==> config.mk <==
export PLATFORM = sky130hd
export DESIGN_NAME = sram_rr_arbiter
export DESIGN_NICKNAME = d
export VERILOG_FILES = /design/src/rtl/sram_rr_arbiter.sv
export SDC_FILE = /design/constraint.sdc
export NUM_CORES = 1
export LEC_CHECK = 0
export BUFFER_PORTS_ARGS = -buffer_cell sky130_fd_sc_hd__buf_2
export CAP_MARGIN = 20
export CORE_MARGIN = 8
export CORE_UTILIZATION = 38
export DETAILED_ROUTE_END_ITERATION = 8
export PLACE_DENSITY = 0.77
export SLEW_MARGIN = 20
export SYNTH_ARGS = -nofsm -noshare
export SYNTH_HDL_FRONTEND = slang
export SYNTH_SLANG_ARGS = --single-unit
==> constraint.sdc <==
create_clock -name ACLK -period 2 [get_ports ACLK]
set_clock_uncertainty 0.1 [all_clocks]
set_input_delay 0.1 -clock ACLK [delete_from_list [all_inputs] [get_ports ACLK]]
set_output_delay 0.1 -clock ACLK [all_outputs]
set_load 0.02 [all_outputs]
==> src/rtl/sram_rr_arbiter.sv <==
// Burst arbiter sharing one single-port SRAM macro between NREQ requesters (round-robin).
// Define SRAM_ARB_FIXED_PRIO_EN for fixed priority (req 0 highest) instead of round-robin.
module sram_rr_arbiter #(
    parameter int NREQ   = 2,
    parameter int ADDR_W = 14,
    parameter int DATA_W = 32,
    parameter int LEN_W  = 4
) (
    input  logic                       ACLK,
    input  logic                       ARESET,
    input  logic [NREQ-1:0]            req_valid,
    input  logic [NREQ-1:0]            req_we,
    input  logic [NREQ*ADDR_W-1:0]     req_addr,
    input  logic [NREQ*LEN_W-1:0]      req_len,
    input  logic [NREQ*DATA_W-1:0]     req_wdata,
    input  logic [NREQ*(DATA_W/8)-1:0] req_wstrb,
    output logic [NREQ-1:0]            req_ready,
    output logic [NREQ-1:0]            rsp_valid,
    output logic [DATA_W-1:0]          rsp_data,
    output logic [ADDR_W-1:0]          sram_A,
    output logic [DATA_W-1:0]          sram_DI,
    output logic [DATA_W/8-1:0]        sram_WEB,
    input  logic [DATA_W-1:0]          sram_DO,
    output logic                       busy
);

    localparam int STRB_W = DATA_W / 8;
    localparam int IDX_W  = (NREQ > 1) ? $clog2(NREQ) : 1;

    localparam logic [0:0] S_IDLE  = 1'b0;
    localparam logic [0:0] S_BURST = 1'b1;

    logic [0:0]        state;
    logic [IDX_W-1:0]  owner;
    logic [IDX_W-1:0]  last_grant;
    logic [IDX_W-1:0]  winner;
    logic              we_q;
    logic [ADDR_W-1:0] base_q;
    logic [LEN_W-1:0]  len_q;
    logic [LEN_W-1:0]  beat_cnt;
    logic              accept;
    logic [NREQ-1:0]   rsp_vld_p1;
    logic [DATA_W-1:0] rsp_hold;

    function automatic logic [IDX_W-1:0] pick_winner(input logic [NREQ-1:0]  v,
                                                     input logic [IDX_W-1:0] last);
        logic [IDX_W-1:0] pick;
`ifdef SRAM_ARB_FIXED_PRIO_EN
        pick = '0;
        for (int i = NREQ - 1; i >= 0; i--) begin
            if (v[i]) pick = IDX_W'(i);
        end
`else
        logic found;
        int   c;
        pick  = '0;
        found = 1'b0;
        c     = 0;
        // scan starts just after the previous owner so every requester gets a turn
        for (int j = 1; j <= NREQ; j++) begin
            c = int'(last) + j;
            if (c >= NREQ) c = c - NREQ;
            if (!found && v[c[IDX_W-1:0]]) begin
                pick  = c[IDX_W-1:0];
                found = 1'b1;
            end
        end
`endif
        return pick;
    endfunction

    always_comb begin
        winner    = pick_winner(req_valid, last_grant);
        busy      = (state == S_BURST);
        req_ready = busy ? (NREQ'(1) << owner) : '0;
        accept    = busy && req_valid[owner];
        sram_A    = '0;
        sram_DI   = '0;
        sram_WEB  = '1;
        if (accept) begin
            sram_A = base_q + ADDR_W'(beat_cnt);
            if (we_q) begin
                sram_DI  = req_wdata[owner*DATA_W +: DATA_W];
                sram_WEB = ~req_wstrb[owner*STRB_W +: STRB_W];
            end
        end
        rsp_valid = rsp_vld_p1;
        rsp_data  = (|rsp_vld_p1) ? sram_DO : rsp_hold;
    end

    always_ff @(posedge ACLK) begin
        if (ARESET) begin
            state      <= S_IDLE;
            owner      <= '0;
            last_grant <= IDX_W'(NREQ - 1);
            we_q       <= 1'b0;
            beat_cnt   <= '0;
            rsp_vld_p1 <= '0;
            rsp_hold   <= '0;
        end else begin
            case (state)
                S_IDLE: begin
                    if (|req_valid) begin
                        state    <= S_BURST;
                        owner    <= winner;
                        we_q     <= req_we[winner];
                        beat_cnt <= '0;
                    end
                end
                S_BURST: begin
                    if (accept) begin
                        beat_cnt <= beat_cnt + LEN_W'(1);
                        if (beat_cnt == len_q) begin
                            state      <= S_IDLE;
                            last_grant <= owner;
                        end
                    end
                end
                default: state <= S_IDLE;
            endcase
            // stage p1: SRAM read data appears one cycle after the accepted address
            rsp_vld_p1 <= (accept && !we_q) ? req_ready : '0;
            if (|rsp_vld_p1) rsp_hold <= sram_DO;
        end
    end

    always_ff @(posedge ACLK) begin
        if (state == S_IDLE && (|req_valid)) begin
            base_q <= req_addr[winner*ADDR_W +: ADDR_W];
            len_q  <= req_len[winner*LEN_W +: LEN_W];
        end
    end

endmodule

## After elaboration in Yosys (flattened, before gate mapping)

Cells that the tools add are included.

| storage, ports and cells | value |
|---|---|
| logic and storage cells | 72 |
| output and inout port bits | 87 |
| register bits | 60 |
| bits of input ports | 146 |

| cells by class | value |
|---|---|
| order comparisons | 6 |
| bitwise gates (word level) | 3 |
| multiplexer cells | 27 |
| eq/ne operators | 3 |
| multipliers | 1 |
| shift-type cells | 5 |
| reductions and logical operators | 12 |
| add/subtract/negate cells | 6 |

Operators with widths:

| operator | number |
|---|---|
| 32-bit two-way mux | 3 |
| 64-bit by 7-bit indexed part select with 32-bit output | 1 |
| 28-bit by 6-bit indexed part select with 14-bit output | 1 |
| 1-bit two-way mux | 16 |
| 4-bit two-way mux | 4 |
| 8-bit by 4-bit indexed part select with 4-bit output | 2 |
| 14-bit by 4-bit adder with 14-bit output | 1 |
| 14-bit two-way mux | 1 |
| 1-bit by 2-bit less-than comparator with 1-bit output, second input constant | 4 |
| 4-bit case mux with 2 select lines | 1 |
| 2-bit OR reduction | 3 |
| 4-bit by 1-bit adder with 4-bit output, second input constant | 1 |
| 4-bit == test | 1 |
| 1-bit logical AND | 4 |
| 1-bit by 3-bit multiplier with 4-bit output, second input constant | 1 |
| 4-bit inverter | 1 |
| 2-bit AND reduction | 2 |
| 1-bit by 2-bit adder with 3-bit output, second input constant | 1 |
| 3-bit by 2-bit >= comparator with 1-bit output, second input constant | 1 |
| 3-bit AND reduction | 1 |
| 1-bit by 1-bit adder with 2-bit output, second input constant | 1 |
| 2-bit >= comparator, second input constant | 1 |
| 1-bit zero test | 2 |
| 2-bit two-way mux | 1 |
| 6 further kinds | 8 |

## Depth between registers and ports, before layout

| logic depth | value |
|---|---|
| depth after elaboration | 11 |
| mapped depth | 7 |
| gate-level depth less buffers | 7 |

## Least setup slack after synthesis

OpenSTA, ideal clock, no wires.

| path | value |
|---|---|
| path type | reg2out |
| start point | register beat_cnt[0] |
| end point | output port sram_A[10] |
| path slack | -294 ps |
| arrival | 2,094 ps |
| data required time | 1,800 ps |
| buffers on the path | 0 |
| stages on the path, launching flop included | 8 |
| cells stage by stage | dfxtp_1 > ha_1 > inv_1 > fa_1 > nand2b_1 > a21o_1 > or3_1 > a21oi_1 |

| on the way | value |
|---|---|
| cells in the longest elaborated chain, start to end | 2 |

Ends and longest elaborated chain:

| what | line | RTL |
|---|---|---|
| start, declared | 40 | `logic [LEN_W-1:0] beat_cnt;` |
| start signal, assigned | 112 | `beat_cnt <= beat_cnt + LEN_W'(1);` |
| 14-bit by 4-bit adder with 14-bit output | 81 | `sram_A = base_q + ADDR_W'(beat_cnt);` |
| 14-bit two-way mux | 80 | `if (accept) begin` |
| end, declared | 20 | `output logic [ADDR_W-1:0] sram_A,` |

No other way between the ends.

## Worst setup path in the final report

| path | value |
|---|---|
| start point | register base_q[0] |
| end point | output port sram_A[8] |

| on the way | value |
|---|---|
| cells in the longest elaborated chain, start to end | 2 |

Ends and longest elaborated chain:

| what | line | RTL |
|---|---|---|
| start, declared | 38 | `logic [ADDR_W-1:0] base_q;` |
| start signal, assigned | 129 | `base_q <= req_addr[winner*ADDR_W +: ADDR_W];` |
| 14-bit by 4-bit adder with 14-bit output | 81 |  |
| 14-bit two-way mux | 80 |  |

No other way between the ends.

==> flow_summary_export.csv <==
group,metric,value,unit
run_status,outcome,"finished with violations",
run_status,violations,"negative setup slack",
timing,setup_slack,-0.482,ns
cts,clock_latency,0.34,ns
global_route,overflow,0,
finish,final_nets,787,
timing,setup_viol,11,
synth,synth_cell_types,39,
synth,yosysTopAreaCell,"dfxtp_1",
cts,cts_root_buf,"clkbuf_8",
timing,slew_headroom,0.629,
drt,dr.first_iter.drc_count,205,
drt,drc_errors,0,
synth,synth_top_area_frac,0.244,
critical_path,cp_data_arrival_time,2.28,ns
synth,yosysSeqAreaShare,0.400,
finish,drive_above_1_share,0.567,
floorplanning,die-area,12400,um^2
synth,ys_ff_latch,60,
drt,vias,3770,
flow_run,cap_violations,0,
critical_path,endpoint_kind,"primary output",
cts,cts.reportedPaths.clkPinSlew,0.07,ns
global_route,grt_pass1_vias,4060,
global_route,grt_max_degree,41,
power_and_ir_drop,p_leak,2.73,nW
drt,wl,14200,um
synth,synth_edf_count,18,
drt,final_antenna_net_count,0,
place,port_buffers,232,
timing,fmaxAchievable,403,MHz
synth,synth_cells,339,
synth,ys_top_cells_by_area,"dfxtp_1 24%, mux2_2 18%, edfxtp_1 16%",
cts,clkSinkCount,60,
critical_path,required,1.80,ns
synth,ys.flop_type,"dfxtp_1",
timing,final_hold_viol_count,0,
cts,cts_buffers,9,
critical_path,critPathKind,"flop to primary output",
timing,worst_slew_pin_slew,0.553,ns
cts,clock_path_buffers,2,
min_path,min_path_type,"primary input to flop",
cts,htree_levels,3,
timing,drv_slew,0,
global_route,antenna_found_initial,2,
timing,period_needed,2.48,ns
synth,yosys_warnings,0,
synth,avgSynthCellArea,10.2,um^2
cts,cts_tree,"built",
drt,wl_per_cell,18.9,um
floorplanning,start_util,0.394,
finish,area_delta_synth_final,68.3,%
floorplanning,io-pin-count,233,
critical_path,worstPathMaxFanout,3,
synth,synthArstFlopShare,0,
place,place_congestion,0.789,
timing,rsz0062_at_grt,"true",
finish,fin_util,0.663,
synth,syn_area,3450,um^2
drt,viasPerCell,5.01,
floorplanning,core,8760,um^2
timing,tns,-4.19,ns
floorplanning,fp-row-count,34,
critical_path,start_kind,"flop",
floorplanning,die_w,111,um
global_route,grt_first_pass_wirelength,20600,um
power_and_ir_drop,ir_drop,0.285,mV
synth,synth_fp_nets,491,
global_route,gr-usage-all-layers,0.206,
drt,first_pass_iters,4,
timing,timing.final.crit_share,1.24,
place,dp_hpwl,9490,um
floorplanning,die_h,111,um
power_and_ir_drop,powerDensity,610,nW/um^2
flip-flops by register name, indices dropped and copies added (netlist names):
register and cells:
base_q 14, owner 1, we_q 1, beat_cnt 4, last_grant 1, busy 1
len_q 4, rsp_valid 2, rsp_hold 32
cell usage in the layout, fill, tap and decap left out, types with 2 or more instances in the layout:
cell / Yosys / routed
xnor2_1: 9 / 9
a21oi_4: 0 / 3
or3_4: 0 / 2
xor2_1: 2 / 2
and3_1: 4 / 2
clkbuf_8: 0 / 9
dfxtp_1: 42 / 39
buf_4: 0 / 25
o21ai_0: 5 / 2
buf_12: 0 / 3
dlygate4sd3_1: 0 / 45
and3_4: 1 / 3
dfxtp_2: 0 / 2
inv_6: 0 / 2
a21oi_2: 0 / 2
o21ai_1: 1 / 3
nor2b_1: 32 / 32
diode_2: 0 / 4
inv_1: 7 / 4
nand3_1: 7 / 7
clkinv_4: 0 / 2
a211oi_1: 4 / 2
nor2_1: 50 / 49
and2_1: 3 / 3
mux2_2: 55 / 55
buf_6: 0 / 6
edfxtp_1: 18 / 18
nor3_1: 3 / 3
nand2_1: 6 / 6
or3_1: 5 / 3
a21oi_1: 8 / 3
ha_4: 0 / 4
buf_2: 12 / 222
inv_2: 0 / 3
a211oi_4: 0 / 2
clkinv_2: 0 / 2
nand2b_1: 4 / 3
mux2i_1: 34 / 34
kinds of logic after synthesis:
| logic type | Yosys count | share of synthesized area |
|---|---|---|
| simple gates | 120 | 0.180 |
| compound gates | 27 | 0.0544 |
| fa+ha+maj | 6 | 0.0239 |
| buf+inv | 25 | 0.0315 |
| mux | 90 | 0.282 |
| xor+xnor | 11 | 0.0279 |
| flops | 60 | 0.400 |
critical path, stage by stage, from the launching register on:
cell and delay, ns:
edfxtp_1 0.38, ha_4 0.16, inv_2 0.04, fa_2 0.35
nand2b_4 0.16, buf_6 0.13, a211oi_4 0.29, xnor2_1 0.13
nor2_1 0.13, buf_4 0.16
stage by stage:
step	std cells	setup slack (ns)	cell area [um^2]	hold slack (ns)	total power, mW
floorplan	339	0.00743	3510	0.0716	1.94
CTS	742	-0.394	5650	0.00142	3.48
global placement	680	-0.0946	4910	0.299	2.29
detailed placement	680	-0.110	4910	0.305	2.32
global route	752	-0.570	5810	0.0117	3.69
finish	752	-0.482	5810	0.0137	3.54
cell usage after synthesis (6+ instances only):
master and n:
buf_2 12, edfxtp_1 18, nand3_1 7, mux2_2 55, a21oi_1 8, nor2_1 50, dfxtp_1 42, inv_1 7
nor2b_1 32, xnor2_1 9, nand2_1 6, clkbuf_1 6, mux2i_1 34
report_power, final:
group	internal (mW)	leakage (nW)	switching (mW)	total (mW)
logic	0.516	2.11	0.531	1.05
clock network	0.533	0.102	0.542	1.08
registers	1.35	0.517	0.0696	1.42
repair_timing:
item                       in CTS  in global routing
pin swaps                      10                 13
setup endpoints to repair      44                 44
hold buffers                   45                  0
hold endpoints to repair       27                  0
gates resized for setup        24                 21
buffers inserted                0                  6
cloned                          1                  0
metal layers:
metal | track usage | share of wire
met1 | 0.190 | 0.35
met2 | 0.385 | 0.53
met3 | 0.0547 | 0.062
met4 | 0.139 | 0.057
met5 | 0 | 0
final cells by class:
class / instances / area (um^2)
Inverter: 7 / 26.3
Fill cell: 682 / 2960
Antenna cell: 4 / 10.0
Clock buffer: 10 / 149
Sequential cell: 60 / 1390
Clock inverter: 6 / 45.0
Timing Repair Buffer: 302 / 1890
Multi-Input combinational cell: 255 / 2160
Tap cell: 108 / 135
path summary, 6_finish.rpt:
check	startpoint	to	slack, ns	cells after the start
max	base_q[0]	sram_A[8]	-0.48	9
min	sram_DO[0]	rsp_hold[0]	0.01	3
max reg2reg	last_grant	len_q[2]	0.09	4
min reg2reg	busy	busy	0.42	2
(Power assumes the default switching activity.)
